<file path="config.mk">
export PLATFORM = sky130hd
export DESIGN_NAME = muldiv_seq
export DESIGN_NICKNAME = d
export VERILOG_FILES = /design/src/rtl/muldiv_seq.sv
export SDC_FILE = /design/constraint.sdc
export NUM_CORES = 1
export LEC_CHECK = 0
export CAP_MARGIN = 20
export CORE_ASPECT_RATIO = 0.8
export CORE_MARGIN = 1.5
export CORE_UTILIZATION = 55
export DETAILED_ROUTE_END_ITERATION = 10
export GPL_ROUTABILITY_DRIVEN = 1
export MAX_ROUTING_LAYER = met4
export PLACE_DENSITY = 0.89
export SLEW_MARGIN = 15
export SYNTH_ARGS = -nofsm -noshare
export SYNTH_HDL_FRONTEND = slang
export SYNTH_SLANG_ARGS = --single-unit
</file>
<file path="constraint.sdc">
create_clock -name i_clk -period 5 [get_ports i_clk]
set_clock_uncertainty 0.2 [all_clocks]
set_input_delay 1.5 -clock i_clk [delete_from_list [all_inputs] [get_ports i_clk]]
set_output_delay 1.5 -clock i_clk [all_outputs]
set_load 0.03 [all_outputs]
</file>
<file path="src/rtl/muldiv_seq.sv">
// Iterative RV32M multiply/divide sequencer: one shared 33-bit adder runs 32
// shift-add or restoring shift-subtract steps, then a sign-fix step.
module muldiv_seq #(
  parameter int XLEN       = 32,
  parameter bit EARLY_ZERO = 1'b0
) (
  input  logic            i_clk,
  input  logic            i_rst_n,
  input  logic            i_valid,
  output logic            o_ready,
  input  logic [2:0]      i_funct3,
  input  logic [XLEN-1:0] i_op1,
  input  logic [XLEN-1:0] i_op2,
  input  logic            i_kill,
  output logic            o_valid,
  input  logic            i_ready,
  output logic [XLEN-1:0] o_result,
  output logic            o_busy
);

  typedef enum logic [2:0] {S_IDLE, S_PREP, S_ITER, S_FIX, S_DONE} state_t;

  state_t            state;
  logic [2:0]        f3_q;
  logic [XLEN-1:0]   op1_q, op2_q;
  logic [XLEN-1:0]   hi, lo, addend;
  logic [4:0]        cnt;
  logic              neg, dz, ovf;
  logic              valid_q, ready_q, busy_q;
  logic [XLEN-1:0]   result_q;

  logic              is_div, is_rem, s1, s2, sign_sel;
  logic [XLEN-1:0]   mag1, mag2;
  logic [XLEN:0]     add_a, add_b, add_sum;
  logic [2*XLEN-1:0] prod_n;
  logic [XLEN-1:0]   quo_n, rem_n, fix_res;

  assign is_div = f3_q[2];
  assign is_rem = f3_q[2] & f3_q[1];

  // Operand signedness and magnitudes, used in PREP only
  always_comb begin
    s1       = op1_q[XLEN-1] & (f3_q == 3'b001 || f3_q == 3'b010 ||
                                f3_q == 3'b100 || f3_q == 3'b110);
    s2       = op2_q[XLEN-1] & (f3_q == 3'b001 || f3_q == 3'b100 ||
                                f3_q == 3'b110);
    mag1     = s1 ? (~op1_q + 1'b1) : op1_q;
    mag2     = s2 ? (~op2_q + 1'b1) : op2_q;
    sign_sel = is_rem ? s1 : (s1 ^ s2);
  end

  // Shared adder: add for multiply, subtract (invert + carry-in) for divide
  always_comb begin
    add_a   = is_div ? {hi, lo[XLEN-1]} : {1'b0, hi};
    add_b   = is_div ? ~{1'b0, addend} : (lo[0] ? {1'b0, addend} : '0);
    add_sum = add_a + add_b + {{XLEN{1'b0}}, is_div};
  end

  always_comb begin
    prod_n  = neg ? (~{hi, lo} + 1'b1) : {hi, lo};
    quo_n   = neg ? (~lo + 1'b1) : lo;
    rem_n   = neg ? (~hi + 1'b1) : hi;
    fix_res = '0;
    if (!is_div)
      fix_res = (f3_q == 3'b000) ? prod_n[XLEN-1:0] : prod_n[2*XLEN-1:XLEN];
    else if (dz)
      fix_res = is_rem ? op1_q : '1;
    else if (ovf)
      fix_res = is_rem ? '0 : {1'b1, {(XLEN-1){1'b0}}};
    else
      fix_res = is_rem ? rem_n : quo_n;
  end

  always_ff @(posedge i_clk or negedge i_rst_n) begin
    if (!i_rst_n) begin
      state    <= S_IDLE;
      f3_q     <= '0;
      op1_q    <= '0;
      op2_q    <= '0;
      hi       <= '0;
      lo       <= '0;
      addend   <= '0;
      cnt      <= '0;
      neg      <= 1'b0;
      dz       <= 1'b0;
      ovf      <= 1'b0;
      valid_q  <= 1'b0;
      ready_q  <= 1'b1;
      busy_q   <= 1'b0;
      result_q <= '0;
    end else if (i_kill && state != S_IDLE) begin
      state   <= S_IDLE;
      valid_q <= 1'b0;
      ready_q <= 1'b1;
      busy_q  <= 1'b0;
    end else begin
      case (state)
        S_IDLE: if (i_valid) begin
          f3_q    <= i_funct3;
          op1_q   <= i_op1;
          op2_q   <= i_op2;
          ready_q <= 1'b0;
          busy_q  <= 1'b1;
          state   <= S_PREP;
        end
        S_PREP: begin
          hi     <= '0;
          lo     <= is_div ? mag1 : mag2;
          addend <= is_div ? mag2 : mag1;
          neg    <= sign_sel;
          dz     <= is_div && (op2_q == '0);
          ovf    <= is_div && !f3_q[0] && (op1_q == {1'b1, {(XLEN-1){1'b0}}}) &&
                    (op2_q == '1);
          cnt    <= 5'd31;
          state  <= (EARLY_ZERO && is_div && op2_q == '0) ? S_FIX : S_ITER;
        end
        S_ITER: begin
          if (!is_div) begin
            hi <= add_sum[XLEN:1];
            lo <= {add_sum[0], lo[XLEN-1:1]};
          end else if (!add_sum[XLEN]) begin
            hi <= add_sum[XLEN-1:0];
            lo <= {lo[XLEN-2:0], 1'b1};
          end else begin
            hi <= add_a[XLEN-1:0];
            lo <= {lo[XLEN-2:0], 1'b0};
          end
          cnt <= cnt - 5'd1;
          if (cnt == 5'd0) state <= S_FIX;
        end
        S_FIX: begin
          result_q <= fix_res;
          valid_q  <= 1'b1;
          state    <= S_DONE;
        end
        S_DONE: if (i_ready) begin
          valid_q <= 1'b0;
          ready_q <= 1'b1;
          busy_q  <= 1'b0;
          state   <= S_IDLE;
        end
        default: state <= S_IDLE;
      endcase
    end
  end

  assign o_ready  = ready_q;
  assign o_valid  = valid_q;
  assign o_busy   = busy_q;
  assign o_result = result_q;

endmodule

</file>
; Word-level counts from Yosys, hierarchy flattened
; Index checks and enable logic that the tools add are counted.
[word_totals]
ff_bits = 209
inputBits = 72
out_inout_bits = 35
word_cells = 113
[classes]
addsub = 8
eq_ne = 13
muxes = 40
bitwise_logic = 11
n_reduce_logical = 26
[ops]
columns = cell, n
row1 = $mux W32, 17
row2 = $add A32 B1 Y32 const B, 4
row3 = $not A32 Y32, 4
row4 = $pmux W32 S2, 2
row5 = $mux W33, 2
row6 = $add A64 B1 Y64 const B, 1
row7 = $eq A32 B32 Y1 const B, 2
row8 = $mux W64, 1
row9 = $not A64 Y64, 1
row10 = $add A33 B1 Y33, 1
row11 = $add A33 B33 Y33, 1
row12 = $not A32 Y33, 1
row13 = $logic_not A32 Y1, 1
row14 = $pmux W3 S5, 1
row15 = $mux W3, 4
row16 = $pmux W5 S2, 1
row17 = $eq A3 B2 Y1 const B, 3
row18 = $eq A3 B3 Y1 const B, 3
row19 = $mux W1, 9
row20 = $ne A3 B3 Y1 const B, 3
row21 = $reduce_and A3 Y1, 3
row22 = $reduce_bool A3 Y1, 3
row23 = $reduce_and A2 Y1, 4
row24 = $eq A3 B1 Y1 const B, 2
row25 = 11 further kinds, 24

; Depth between registers and ports, before layout
[depth]
depth_word = 8
mapped_depth = 20
mapped_depth_nobuf = 16

; Least setup slack after synthesis
; Ideal clock, no wire load.
[synth_path]
kind = reg-to-reg
from = register f3_q[2]
to = register hi[16]
setup_time_ns = 0.133
arrival_ns = 4.648
t_required_ns = 4.667
setup_slack_ns = 0.018
stages_incl_launch_ff = 21
n_path_buf = 6
synth_period_minus_slack_ns = 4.982
path_cell_list = dfrtp_1 clkbuf_1 buf_1 clkbuf_1 buf_1 clkbuf_1 nand2_1 o21ai_0 fa_1 inv_1 fa_1 nand2b_1 a21oi_1 o21ai_1 o21ai_2 a21boi_1 o21a_1 xnor2_2 buf_4 mux2i_1 o21ai_0
[synth_via]
elab_chain_cells = 6
elab_cells_between_ends = 7
cone_classes = add/sub: 2 / mux: 5
[synth_rtl]
columns = element, line
row1 = from (decl), 24  ; logic [2:0] f3_q;
row2 = from (signal assigned), 99  ; f3_q <= i_funct3;
row3 = $mux W33 (on tied branches), "54, 55"
row4 = $add A33 B33 Y33, 56  ; add_sum = add_a + add_b + {{XLEN{1'b0}}, is_div};
row5 = $add A33 B1 Y33, 56
row6 = $mux W32, 121  ; end else if (!add_sum[XLEN]) begin
row7 = $mux W32 *, 118  ; if (!is_div) begin
row8 = $pmux W32 S2 *, 97  ; case (state)
row9 = to (signal assigned), 119  ; hi <= add_sum[XLEN:1];
row10 = to (signal assigned), 122  ; hi <= add_sum[XLEN-1:0];
row11 = to (signal assigned), 125  ; hi <= add_a[XLEN-1:0];
row12 = to (decl), 26  ; logic [XLEN-1:0] hi, lo, addend;
; Mark *: on every way between the ends. The rest lies on a longest branch, timed or not.
; A chain may end at the register's enable or synchronous reset.

; Final worst setup path
[layout_path]
from = register f3_q[2]
to = register hi[12]
; Same word-level chain as after synthesis.

==> reports/metrics.cfg <==
[timing]
fin_hold_ws_ns = 0.2651
hold_violations = 0
setup_tns_ns = 0
grt_setup_unrepaired = false
period_share_pct = 92.60
drv_slew = 0
tightest_slew_ns = 0.9727
max_freq_mhz = 216.0
finalSetupViolations = 0
period_needed_ns = 4.630
setup_slack_ns = 0.3701
slew-limit-headroom_pct = 35.15

[global_routing]
grt_usage_pct = 41.49
grt_max_degree = 88
grt_pass1_vias = 15047
overflow = 0
grt_pass1_wl_um = 94510
grt_antenna_before_repair = 3

[power]
combPwrFrac_pct = 62.2
switching_share_pct = 53.35
peakVddDrop_v = 0.0003992
pwr-share-seq_pct = 25.3
power.internal_mw = 6.894
clockPowerShare_pct = 12.5
p_leak_nw = 7.761
p_per_area_mw_per_mm2 = 782.6
power.switching_mw = 7.886

[detailed_routing]
drt-initial-drc-count = 2378
viasPerCell = 6.746
num_vias = 16643
met2_length_um = 25730
wirelength_met1_um = 25580
ant_nets = 0
wl_met3_um = 8673
drt-pass1-iter-count = 6
routed.top_layer = met4
routedWlPerCell_um = 25.42
wl_um = 62710
remaining_drc_errors = 0

[floorplanning]
io_pins = 107
start_util_pct = 56.38
chipHeight_um = 158.5
die_x_um = 197.4
die_area_mm2 = 0.03130
core_mm2 = 0.02950
rows = 56

[worst_setup_path]
required_ns = 5.18
worstSetupPathType = reg2reg
cp-end-kind = register
arrival_ns = 4.81
slowest_stage = dfrtp_4
critPathMaxFanout = 31
cp_cell_sequence = buf_4 > mux2_2 > ha_1 > nand2_1 > nor4_2 > nand2_1 > and2_1 > a21boi_1 > o21a_1 > xnor2_2 > buf_4 > mux2i_1 > o21ai_0
r2r_slack_ns = 0.37
startpoint_type = register
path_buf_inv = 2
slowest_delay_ns = 0.51
cpLargestDelayFamily = simple AND/OR/NAND/NOR gates

[finish]
multi_input_area_mm2 = 0.01059
nNetsFinal = 2156
areaGrowthSynthToFinish_pct = 13.55
fillers = 2533
drive_gt1_share_pct = 10.98
seq_area_mm2 = 0.005236

[synth]
synth-edff-count = 0
syn_nets = 2134
synth.area.top_cells = dfrtp_1 (31%), o21ai_0 (6.3%), nand2_1 (6.0%), mux2_2 (5.9%), xnor2_1 (5.0%)
synth_warnings = 0
ys.flop_type = dfrtp_1
synthCells = 2021
synth_area_per_cell_um2 = 8.230
ys_seq_elements = 209
syn-cell-area_mm2 = 0.01663
ys_types = 84
yosys.area.top_type = dfrtp_1
yosys.area.top_type_share_pct = 31.29
synthArstFlopShare_pct = 100.0
ys_seq_area_share_pct = 31.45

[place]
place_ws_ns = 0.4886
hpwl_um = 47840
gp_congestion = 1.037
port_buffers = 106

[clock_network]
insertion_delay_ns = 0.54
cts_buffer_depth = 3
cts_max_level = 1
clk_pin_slew_worst_paths_ns = 0.07
post_cts_buffers = 0
numCtsBuffers = 24
cts_resized = 0
hold_buffers = 0
cts_sinks = 209
cts_tree = yes
cts_root_buffer = clkbuf_16

[job]
cap_violations = 0

[outcome]
outcome = completed

[worst_hold_path]
hp-class = reg2reg

[layout make-up]
type,instances,area share (%)
Antenna cell,2,0.02650
Clock buffer,31,3.538
Clock inverter,11,0.7553
Inverter,47,0.9341
Multi-Input combinational cell,1597,56.06
Sequential cell,209,27.73
Tap cell,406,2.690
Timing Repair Buffer,164,8.275
[Yosys cell counts, drive strengths merged, types with 21 or more instances]
cell,n
nor2,110
ha,39
clkbuf,140
nand3,60
dfrtp,208
a31oi,23
inv,47
mux2,87
nor3,33
nand2,270
nor4,25
mux2i,66
nand4,22
o21ai,240
buf,28
o31ai,26
xnor2,96
xor2,83
a22oi,21
o221ai,54
a21oi,124
[stage by stage]
stage               power, mW  area [um2]  cells  utilization (%)
finish                  14.78       18890   2467            64.02
global route            15.51       18890   2467            64.02
CTS                     14.40       18880   2465            64.01
detailed placement      12.52       18070   2423            61.26
global placement        12.37       18070   2423            61.26
floorplan               9.287       16630   2021                -
[worst min-delay path, stage by stage, from the launching register on]
cell and delay [ns]:
dfrtp_1 0.34, nand2_1 0.05, nand2_1 0.05
[power groups by stage]
stage / Clock, mW / Sequential (mW) / Combinational, mW
after floorplan: 0 / 3.20 / 6.09
after global placement: 0 / 3.64 / 8.73
after detailed placement: 0 / 3.67 / 8.84
after CTS: 1.85 / 3.65 / 8.90
after global routing: 1.92 / 3.81 / 9.79
final: 1.85 / 3.74 / 9.19
[path summary, 6_finish.rpt]
path                            depth (start not counted)          from           end
worst min-delay path                                    2  o_result[11]  o_result[11]
worst min register to register                          2  o_result[11]  o_result[11]
worst max-delay path                                   13       f3_q[2]        hi[12]
min in group asynchronous                               1       i_rst_n     op1_q[12]
worst max register to register                         13       f3_q[2]        hi[12]
max in group asynchronous                               2       i_rst_n       f3_q[2]
[routing by layer]
layer / GRT usage (%) / vias up
met5: - / -
met4: 14.25 / 0
met2: 58.84 / 1135
li1: - / 7388
met3: 11.86 / 164
met1: 56.48 / 7956
[registers in the layout, indices dropped and copies added (netlist names), 3 cells and up]
name and count:
hi 32, op1_q 32, op2_q 32, lo 32, addend 32, o_result 32, f3_q 3, state 3
cnt 5
[cell families after synthesis]
group / count (synthesis) / share of synthesized area [%]
simple gates: 613 / 17.69
compound gates: 610 / 23.20
buf+inv: 215 / 5.018
flops: 209 / 31.45
xor+xnor: 179 / 9.471
mux: 154 / 9.998
fa+ha+maj: 41 / 3.175
[cells in the final DEF (no fill, tap or decap), types with 53 or more instances in the layout]
| cell type | instances |
|---|---|
| nor2_1 | 109 |
| nand3_1 | 60 |
| mux2_2 | 87 |
| o221ai_1 | 54 |
| o21ai_0 | 208 |
| xnor2_1 | 95 |
| buf_4 | 53 |
| a21oi_1 | 124 |
| nand2_1 | 268 |
| xor2_1 | 83 |
| clkdlybuf4s50_1 | 105 |
| dfrtp_1 | 206 |
| mux2i_1 | 66 |
Power figures use the tool's default switching activity.
